`config.mk`:
```
export PLATFORM = sky130hd
export DESIGN_NAME = dot_product_accumulator
export DESIGN_NICKNAME = d
export VERILOG_FILES = /design/src/rtl/mm_pkg.sv /design/src/rtl/result_fifo2.sv /design/src/rtl/dot_product_accumulator.sv
export SDC_FILE = /design/constraint.sdc
export NUM_CORES = 1
export LEC_CHECK = 0
export BUFFER_PORTS_ARGS = -buffer_cell sky130_fd_sc_hd__buf_4
export CORE_ASPECT_RATIO = 1.5
export CORE_MARGIN = 5
export CORE_UTILIZATION = 32
export CTS_CLUSTER_DIAMETER = 30
export DETAILED_ROUTE_END_ITERATION = 10
export PLACE_DENSITY_LB_ADDON = 0.05
export SKIP_CTS_REPAIR_TIMING = 1
export SLEW_MARGIN = 30
export SYNTH_ARGS = -nofsm -noshare
export SYNTH_HDL_FRONTEND = slang
export SYNTH_SLANG_ARGS = --single-unit
```
`constraint.sdc`:
```
create_clock -name clk -period 13.85 [get_ports clk]
set_clock_uncertainty 0.05 [all_clocks]
set_input_delay 1.385 -clock clk [delete_from_list [all_inputs] [get_ports clk]]
set_output_delay 1.385 -clock clk [all_outputs]
set_load 0.03 [all_outputs]
```
`src/rtl/mm_pkg.sv`:
```
// Shared definitions for the matrix-multiply datapath: product width,
// default pipeline geometry and the finished-element record.
package mm_pkg;

    localparam int unsigned PROD_W          = 64;
    localparam int unsigned DEF_MUL_LATENCY = 6;
    localparam int unsigned DEF_MAX_LEN     = 16;
    localparam int unsigned DEF_CNT_W       = $clog2(DEF_MAX_LEN + 1);
    localparam int unsigned DEF_ACC_W       = PROD_W + DEF_CNT_W;

    // Result record at the default geometry; modules with other widths declare their own.
    typedef struct packed {
        logic [DEF_ACC_W-1:0] sum;
        logic [DEF_CNT_W-1:0] count;
        logic                 err;
    } result_t;

endpackage

```
`src/rtl/result_fifo2.sv`:
```
// Two-entry first-word-fall-through FIFO; head is valid whenever empty is low.
module result_fifo2 #(
    parameter int unsigned W = 8
) (
    input  logic         clk,
    input  logic         rst,
    input  logic         push,
    input  logic [W-1:0] push_data,
    input  logic         pop,
    output logic [W-1:0] head,
    output logic [1:0]   count,
    output logic         empty,
    output logic         full
);

    logic [W-1:0] mem [2];
    logic         rd_ptr;
    logic         wr_ptr;
    logic         do_pop;

    assign empty  = (count == 2'd0);
    assign full   = (count == 2'd2);
    assign do_pop = pop && !empty;
    assign head   = mem[rd_ptr];

    always_ff @(posedge clk or posedge rst) begin
        if (rst) begin
            mem[0] <= '0;
            mem[1] <= '0;
            rd_ptr <= 1'b0;
            wr_ptr <= 1'b0;
            count  <= '0;
        end else begin
            if (push) begin
                mem[wr_ptr] <= push_data;
                wr_ptr      <= ~wr_ptr;
            end
            if (do_pop) begin
                rd_ptr <= ~rd_ptr;
            end
            count <= count + {1'b0, push} - {1'b0, do_pop};
        end
    end

endmodule

```
`src/rtl/dot_product_accumulator.sv`:
```
// Sums the multiplier's product stream into matrix elements, realigning issue
// tokens to the multiplier latency and buffering results in a 2-entry FIFO.
module dot_product_accumulator
    import mm_pkg::*;
#(
    parameter  int unsigned MUL_LATENCY = DEF_MUL_LATENCY,
    parameter  int unsigned MAX_LEN     = DEF_MAX_LEN,
    localparam int unsigned CNT_W       = $clog2(MAX_LEN + 1),
    localparam int unsigned ACC_W       = PROD_W + CNT_W
) (
    input  logic              clk,
    input  logic              rst,
    input  logic              in_valid,
    input  logic              in_last,
    output logic              in_ready,
    input  logic [PROD_W-1:0] product,
    output logic              out_valid,
    input  logic              out_ready,
    output logic [ACC_W-1:0]  out_sum,
    output logic [CNT_W-1:0]  out_count,
    output logic              len_err
);

    localparam int unsigned LW = $clog2(MUL_LATENCY + 3);

    typedef struct packed {
        logic [ACC_W-1:0] sum;
        logic [CNT_W-1:0] count;
        logic             err;
    } rec_t;

    logic [MUL_LATENCY-1:0] line_valid;
    logic [MUL_LATENCY-1:0] line_last;
    logic [MUL_LATENCY-1:0] line_close;
    logic [CNT_W-1:0]       issue_cnt;
    logic                   issue_fire;
    logic                   issue_close;
    logic                   d_valid;
    logic                   d_last;
    logic [ACC_W-1:0]       acc;
    logic [ACC_W-1:0]       acc_next;
    logic [CNT_W-1:0]       cnt;
    logic [CNT_W-1:0]       cnt_next;
    logic                   first;
    logic                   close;
    logic [LW-1:0]          closing;
    logic [LW-1:0]          credit;
    logic [1:0]             fifo_count;
    logic                   fifo_empty;
    logic                   fifo_full;
    rec_t                   push_rec;
    rec_t                   head_rec;

    assign issue_fire  = in_valid && in_ready;
    // Issue-side beat count predicts which tokens will close an element, so the
    // FIFO credit check can see forced closes while they are still in flight.
    assign issue_close = in_last || (issue_cnt == CNT_W'(MAX_LEN - 1));

    always_ff @(posedge clk or posedge rst) begin
        if (rst) begin
            line_valid <= '0;
            line_last  <= '0;
            line_close <= '0;
            issue_cnt  <= '0;
        end else begin
            line_valid[0] <= issue_fire;
            line_last[0]  <= in_last;
            line_close[0] <= issue_close;
            for (int unsigned i = 1; i < MUL_LATENCY; i++) begin
                line_valid[i] <= line_valid[i-1];
                line_last[i]  <= line_last[i-1];
                line_close[i] <= line_close[i-1];
            end
            if (issue_fire) begin
                issue_cnt <= issue_close ? '0 : issue_cnt + CNT_W'(1);
            end
        end
    end

    assign d_valid = line_valid[MUL_LATENCY-1];
    assign d_last  = line_last[MUL_LATENCY-1];

    always_comb begin
        closing = '0;
        for (int unsigned i = 0; i < MUL_LATENCY; i++) begin
            if (line_valid[i] && line_close[i]) begin
                closing = closing + LW'(1);
            end
        end
        credit = LW'(2) - LW'(fifo_count);
    end

    assign in_ready = (credit > closing);

    always_comb begin
        acc_next = (first ? '0 : acc) + ACC_W'(product);
        cnt_next = first ? CNT_W'(1) : cnt + CNT_W'(1);
        close    = d_valid && (d_last || (cnt_next == CNT_W'(MAX_LEN)));
        push_rec = '{sum: acc_next, count: cnt_next, err: !d_last};
    end

    always_ff @(posedge clk or posedge rst) begin
        if (rst) begin
            acc   <= '0;
            cnt   <= '0;
            first <= 1'b1;
        end else if (d_valid) begin
            acc   <= acc_next;
            cnt   <= cnt_next;
            first <= close;
        end
    end

    result_fifo2 #(
        .W($bits(rec_t))
    ) u_fifo (
        .clk       (clk),
        .rst       (rst),
        .push      (close),
        .push_data (push_rec),
        .pop       (out_valid && out_ready),
        .head      (head_rec),
        .count     (fifo_count),
        .empty     (fifo_empty),
        .full      (fifo_full)
    );

    assign out_valid = !fifo_empty;
    assign out_sum   = head_rec.sum;
    assign out_count = head_rec.count;
    assign len_err   = head_rec.err;

    no_push_when_full: assert property (@(posedge clk) disable iff (rst) !(close && fifo_full));

endmodule
```
After elaboration in Yosys (flattened, before gate mapping). Index checks and enable logic that the tools add are counted.

Flip-flop bits (word level): 252. Output and inout port bits: 77. Logic and storage cells: 64.

Add/sub/neg operators: 11. Order comparisons: 4. Eq/ne operators: 2. Multiplexer cells: 15. Bitwise operators: 4. Reduce and logical (&&, ||, !) cells: 16.

Operators with widths (count): $mux W75 (4); $bwmux W150 (1); $demux W75 S1 (1); $add A69 B64 Y69 (1); $mux W69 (1); $add A4 B1 Y4 const B (5); $mux W4 (5); $logic_and A1 B1 Y1 (11); $add A5 B1 Y5 const B (2); $mux W5 (2); $eq A5 B4 Y1 const B (1); $eq A5 B5 Y1 const B (1); $ge A2 B2 Y1 const B (2); $gt A4 B4 Y1 (1); $not A1 Y2 (2); $sub A2 B2 Y3 const A (1); $add A2 B1 Y2 (1); $logic_not A1 Y1 (2); $logic_not A2 Y1 (1); $logic_or A1 B1 Y1 (2); $lt A2 B1 Y1 const B (1); $not A1 Y1 (2); $sub A2 B1 Y2 (1); $mux W1 (1).

Depth between registers and ports, before layout.
Depth in word-level cells: 14. Gate-level depth with buffers: 21. Depth with buffers taken out: 21.

Modules after synthesis. From an unflattened synthesis, not the netlist that was laid out.

Cell total of the unflattened synthesis: 1373. Area, all modules: 14976.9 um^2.

By module, submodules not included: dot_product_accumulator (instances 1, cells an instance 956, area each 8300.5 um^2); result_fifo2 (instances 1, cells an instance 417, area each 6676.4 um^2).

Worst setup path after synthesis. OpenSTA, ideal clock, no wires.

Path kind: register to output. From: reg line_valid[0]. To: out in_ready. Arrival time: 3178 ps. Data required time: 12415 ps. Setup slack: 9237 ps. Stages on the path, launching flop included: 18. Path buffers: 0. Path through: dfrtp_1 -> nand2_1 -> ha_1 -> o21bai_1 -> a31oi_1 -> a41oi_1 -> a31oi_1 -> ha_1 -> nand3_1 -> nand2_1 -> ha_1 -> mux2i_1 -> ha_1 -> nor2b_1 -> o21ai_0 -> nand2b_1 -> a21oi_1 -> a41oi_1.

Longest elaborated chain between the ends: 13.

RTL lines: start: declaration (RTL line dot_product_accumulator.sv:32) `logic [MUL_LATENCY-1:0] line_valid;`; start signal: assignment (RTL line dot_product_accumulator.sv:66) `line_valid[0] <= issue_fire;`; start signal: indexed assignment (RTL line dot_product_accumulator.sv:70) `line_valid[i] <= line_valid[i-1];`; $logic_and A1 B1 Y1 (*) (RTL line dot_product_accumulator.sv:86) `if (line_valid[i] && line_close[i]) begin`; $mux W1 (*) (RTL line dot_product_accumulator.sv:86); $add A4 B1 Y4 (RTL line dot_product_accumulator.sv:87) `closing = closing + LW'(1);`; $mux W4 (*) (RTL line dot_product_accumulator.sv:86); $add A4 B1 Y4 (RTL line dot_product_accumulator.sv:87); $mux W4 (*) (RTL line dot_product_accumulator.sv:86); $add A4 B1 Y4 (RTL line dot_product_accumulator.sv:87); $mux W4 (*) (RTL line dot_product_accumulator.sv:86); $add A4 B1 Y4 (RTL line dot_product_accumulator.sv:87); $mux W4 (*) (RTL line dot_product_accumulator.sv:86); $add A4 B1 Y4 (RTL line dot_product_accumulator.sv:87); $mux W4 (*) (RTL line dot_product_accumulator.sv:86); $gt A4 B4 Y1 (*) (RTL line dot_product_accumulator.sv:93) `assign in_ready = (credit > closing);`; end: declaration (RTL line dot_product_accumulator.sv:15) `output logic in_ready,`.

Mark *: on every way between the ends. The rest lies on a longest branch, timed or not.

Final worst setup path. Ends and elaborated chain as after synthesis.

==> impl_summary.log <==
[metrics] post-layout minimum cycle time: 5.40 ns
[metrics] area of the multi-input gates: 8640 um2
[metrics] Unique masters post-synth: 81
[metrics] post-placement cell area: 17000 um2
[metrics] number of stages on the worst hold path: 0
[metrics] most frequent cell after synthesis: nand2_1
[metrics] power density normalized to cell area: 302 nW/um2
[metrics] capture endpoint of the worst hold path: line_last[4]$_DFF_PP0_
[metrics] number of detailed-routing iterations run before antenna repair: 5
[metrics] Int Power: 3.27 mW
[metrics] fraction of registers with async set/reset: 100%
[metrics] Crit Path Class: flop to output pin
[metrics] kind of launch point of the worst setup path: flop
[metrics] part of the total power dissipated in sequential elements: 22.4%
[metrics] fraction of power spent switching nets: 43.6%
[metrics] global-route usage over all layers: 18.0%
[metrics] NetSw: 2.52 mW
[metrics] Syn. warnings: 0
[metrics] fraction of final layout cells sized beyond drive strength 1: 25.1%
[metrics] Clock transition at path regs: 0.05 ns
[metrics] maximum vdd ir drop: 153 uV
[metrics] Fmax: 185 MHz
[metrics] number of buffers created by CTS: 58
[metrics] Post-Synthesis Net Count: 1826
[metrics] root cell of the clock tree: clkbuf_16
[metrics] total length of routed wires: 48100 um
[metrics] flops & latches, synth: 252
[metrics] cells on worst reg2reg path: 12
[metrics] DRC violation count after routing: 0
[metrics] routed len/inst: 19.6 um
[metrics] area of the mapped netlist: 15500 um2
[metrics] Commonest cells post-synth: nand2_1 (351), dfrtp_1 (251), mux2_2 (169)
[metrics] origin of the critical flop-to-flop path: first$_DFFE_PP1P_
[metrics] count of final setup violators: 0
[metrics] y dimension of the die: 279 um
[metrics] DRT iter0 DRCs: 455
[metrics] sequential cell area in the final layout: 6310 um2
[metrics] worst-case headroom to the max-slew limit: 42.9%
[metrics] top fanout value on the critical path: 6
[metrics] Synth Area per Inst: 9.24 um2
[metrics] final cell count without fillers: 2455
[metrics] setup repair after global routing missed its margin: false
[metrics] Final Hold Violating Endpoints: 0
[metrics] count of fill cells added during filler insertion: 4839
[metrics] number of antenna violations at the first check in global routing: 0
[metrics] cell type contributing the most total cell area after synthesis: dfrtp_1
[metrics] first-pass GRT wire length: 76000 um
[metrics] sum of net half-perimeters after detailed placement: 34600 um
[metrics] arrival time at the worst endpoint: 3.96 ns
[metrics] worst path required time: 12.41 ns
[metrics] Worst-Margin Slew: 0.856 ns
[metrics] via count of the first global-routing pass: 13453
[metrics] Final Instance Area: 19200 um2
[metrics] average vias per placed instance: 5.15
[metrics] Die ar.: 53000 um2
[metrics] Syn-to-layout area delta: 23.8%
[metrics] Clock Tree Buf Depth: 3
[metrics] routability cong.: 0.877
[metrics] result of the run: completed
[metrics] number of pins with negative max-slew slack in the final report: 0
[metrics] fraction of the cycle the final worst path needs: 39.0%
[metrics] count of flip-flops with a built-in enable after synthesis: 0
[metrics] placeable core region: 47800 um2
[metrics] number of buffers added on ports: 145
[metrics] CTS tree: built
[metrics] leakage component of the power: 8.69 nW
[metrics] fraction of power consumed by combinational cells: 52.4%
[metrics] setup TNS: 0 ns
[metrics] share of Yosys cell area claimed by the top area cell type: 40.5%
[metrics] r2r endpoint: acc[64]$_DFFE_PP0P_
[metrics] Critical Path Sink Type: output pin
[metrics] path type of the worst min-delay path: flop to flop
[metrics] Maximum Capacitance Violations: 0
[metrics] sink count of the clock tree: 252
[metrics] total number of H-tree levels: 2
[metrics] number of instances in the synthesized netlist: 1677
[metrics] Initial Util: 32.4%
[metrics] sequential cell area fraction in the yosys report: 40.7%
[metrics] number of vias in the routed layout: 12647
[metrics] grt total ovfl: 0
[metrics] setup slack on the worst flop-to-flop path: 9.25 ns
[metrics] Primary FF master, synth: dfrtp_1
[metrics] ANT nets after route: 0
[metrics] worst-skew pair later-pin latency: 0.58 ns
[metrics] cell types occupying the most area after synthesis: dfrtp_1 (41%), mux2_2 (12%), nand2_1 (8.5%), ha_1 (6.4%), a21oi_1 (3.2%)
[metrics] part of the total power dissipated in the clock network: 25.2%
[metrics] # rows: 98
[metrics] largest net degree at the start of global routing: 68
[metrics] placed cell count: 2346
[metrics] Die Wd: 190 um
[metrics] final net count: 1956
[metrics] antenna cells: 0
[metrics] startpoint of the most critical hold path: line_last[3]$_DFF_PP0_
[metrics] total I/O pin count: 146
==> power by group through the flow <==
stage | Sequential [mW] | Combinational, mW | Clock [mW]
after detailed placement | 1.31 | 3.07 | 0
after floorplan | 1.21 | 2.25 | 0
after global placement | 1.30 | 3.06 | 0
final | 1.30 | 3.04 | 1.46
after CTS | 1.30 | 3.09 | 1.50
after global routing | 1.35 | 3.35 | 1.53
==> metrics by stage <==
stage	utilization [%]	setup WS, ns	total power [mW]	hold slack, ns
2_1_floorplan	-	5.49	3.47	0.281
3_3_place_gp	35.6	9.13	4.37	0.282
3_5_place_dp	35.6	9.08	4.38	0.286
4_1_cts	40.0	8.40	5.89	0.297
5_1_grt	40.1	8.07	6.23	0.303
6_report	40.1	8.45	5.79	0.296
==> registers in the layout, summed over array words and instances (netlist names) <==
name,flops
u_fifo.rd_ptr,1
line_valid,6
issue_cnt,5
cnt,5
line_close,6
u_fifo.mem,150
acc,69
line_last,6
u_fifo.wr_ptr,1
first,1
u_fifo.count,2
==> worst max-delay path, stage by stage, from the launching register on <==
cell	delay [ns]
dfrtp_1	0.36
nand2_1	0.11
ha_1	0.39
o21bai_1	0.18
a31oi_1	0.19
a41oi_1	0.07
a31oi_1	0.19
ha_1	0.26
nand3_1	0.09
nand2_1	0.09
ha_1	0.30
mux2i_1	0.14
ha_1	0.26
nor2b_1	0.13
o21ai_0	0.15
nand2b_1	0.07
a21oi_1	0.14
a41oi_1	0.08
buf_4	0.20
==> metal layers <==
layer  wire length [um]  global-route usage (%)
met1              19400                    20.9
met2              25800                    34.0
met3               1580                    2.61
met4               1270                    5.33
met5                  0                       0
==> final cells by class <==
type | instances | area share (%)
Clock inverter | 43 | 3.05
Timing Repair Buffer | 157 | 6.29
Inverter | 44 | 0.900
Sequential cell | 252 | 32.9
Multi-Input combinational cell | 1294 | 45.0
Tap cell | 600 | 3.91
Clock buffer | 65 | 7.91
==> layout by cell type, fill, tap and decap left out, types with 38 or more instances in the layout <==
cell and n:
buf_4 154, nand3_1 38, dfrtp_1 249, clkbuf_16 58
ha_1 79, mux2_2 169, nor2_1 66, nand2_1 349
xnor2_1 39, inv_1 43, nor2b_1 73, o21ai_0 75
a21oi_1 100
==> cells by family after synthesis <==
group	count (synthesis)	share of synthesized area [%]
compound gates	343	14.5
xor+xnor	61	3.45
fa+ha+maj	80	6.51
buf+inv	131	3.66
flops	252	40.7
mux	171	12.4
simple gates	639	18.8
==> how the worst max path moves through the flow <==
stage	startpoint	end	slack, ns	cells after the start
final	line_valid[0]$_DFF_PP0_	in_ready	8.45	18
after global routing	line_valid[0]$_DFF_PP0_	in_ready	8.07	18
after CTS	line_valid[0]$_DFF_PP0_	in_ready	8.40	18
after detailed placement	line_valid[0]$_DFF_PP0_	in_ready	9.08	18
after global placement	line_valid[0]$_DFF_PP0_	in_ready	9.13	18
after floorplan	rst	acc[0]$_DFFE_PP0P_	5.49	1
No activity file was read; power rests on OpenSTA's default activity.
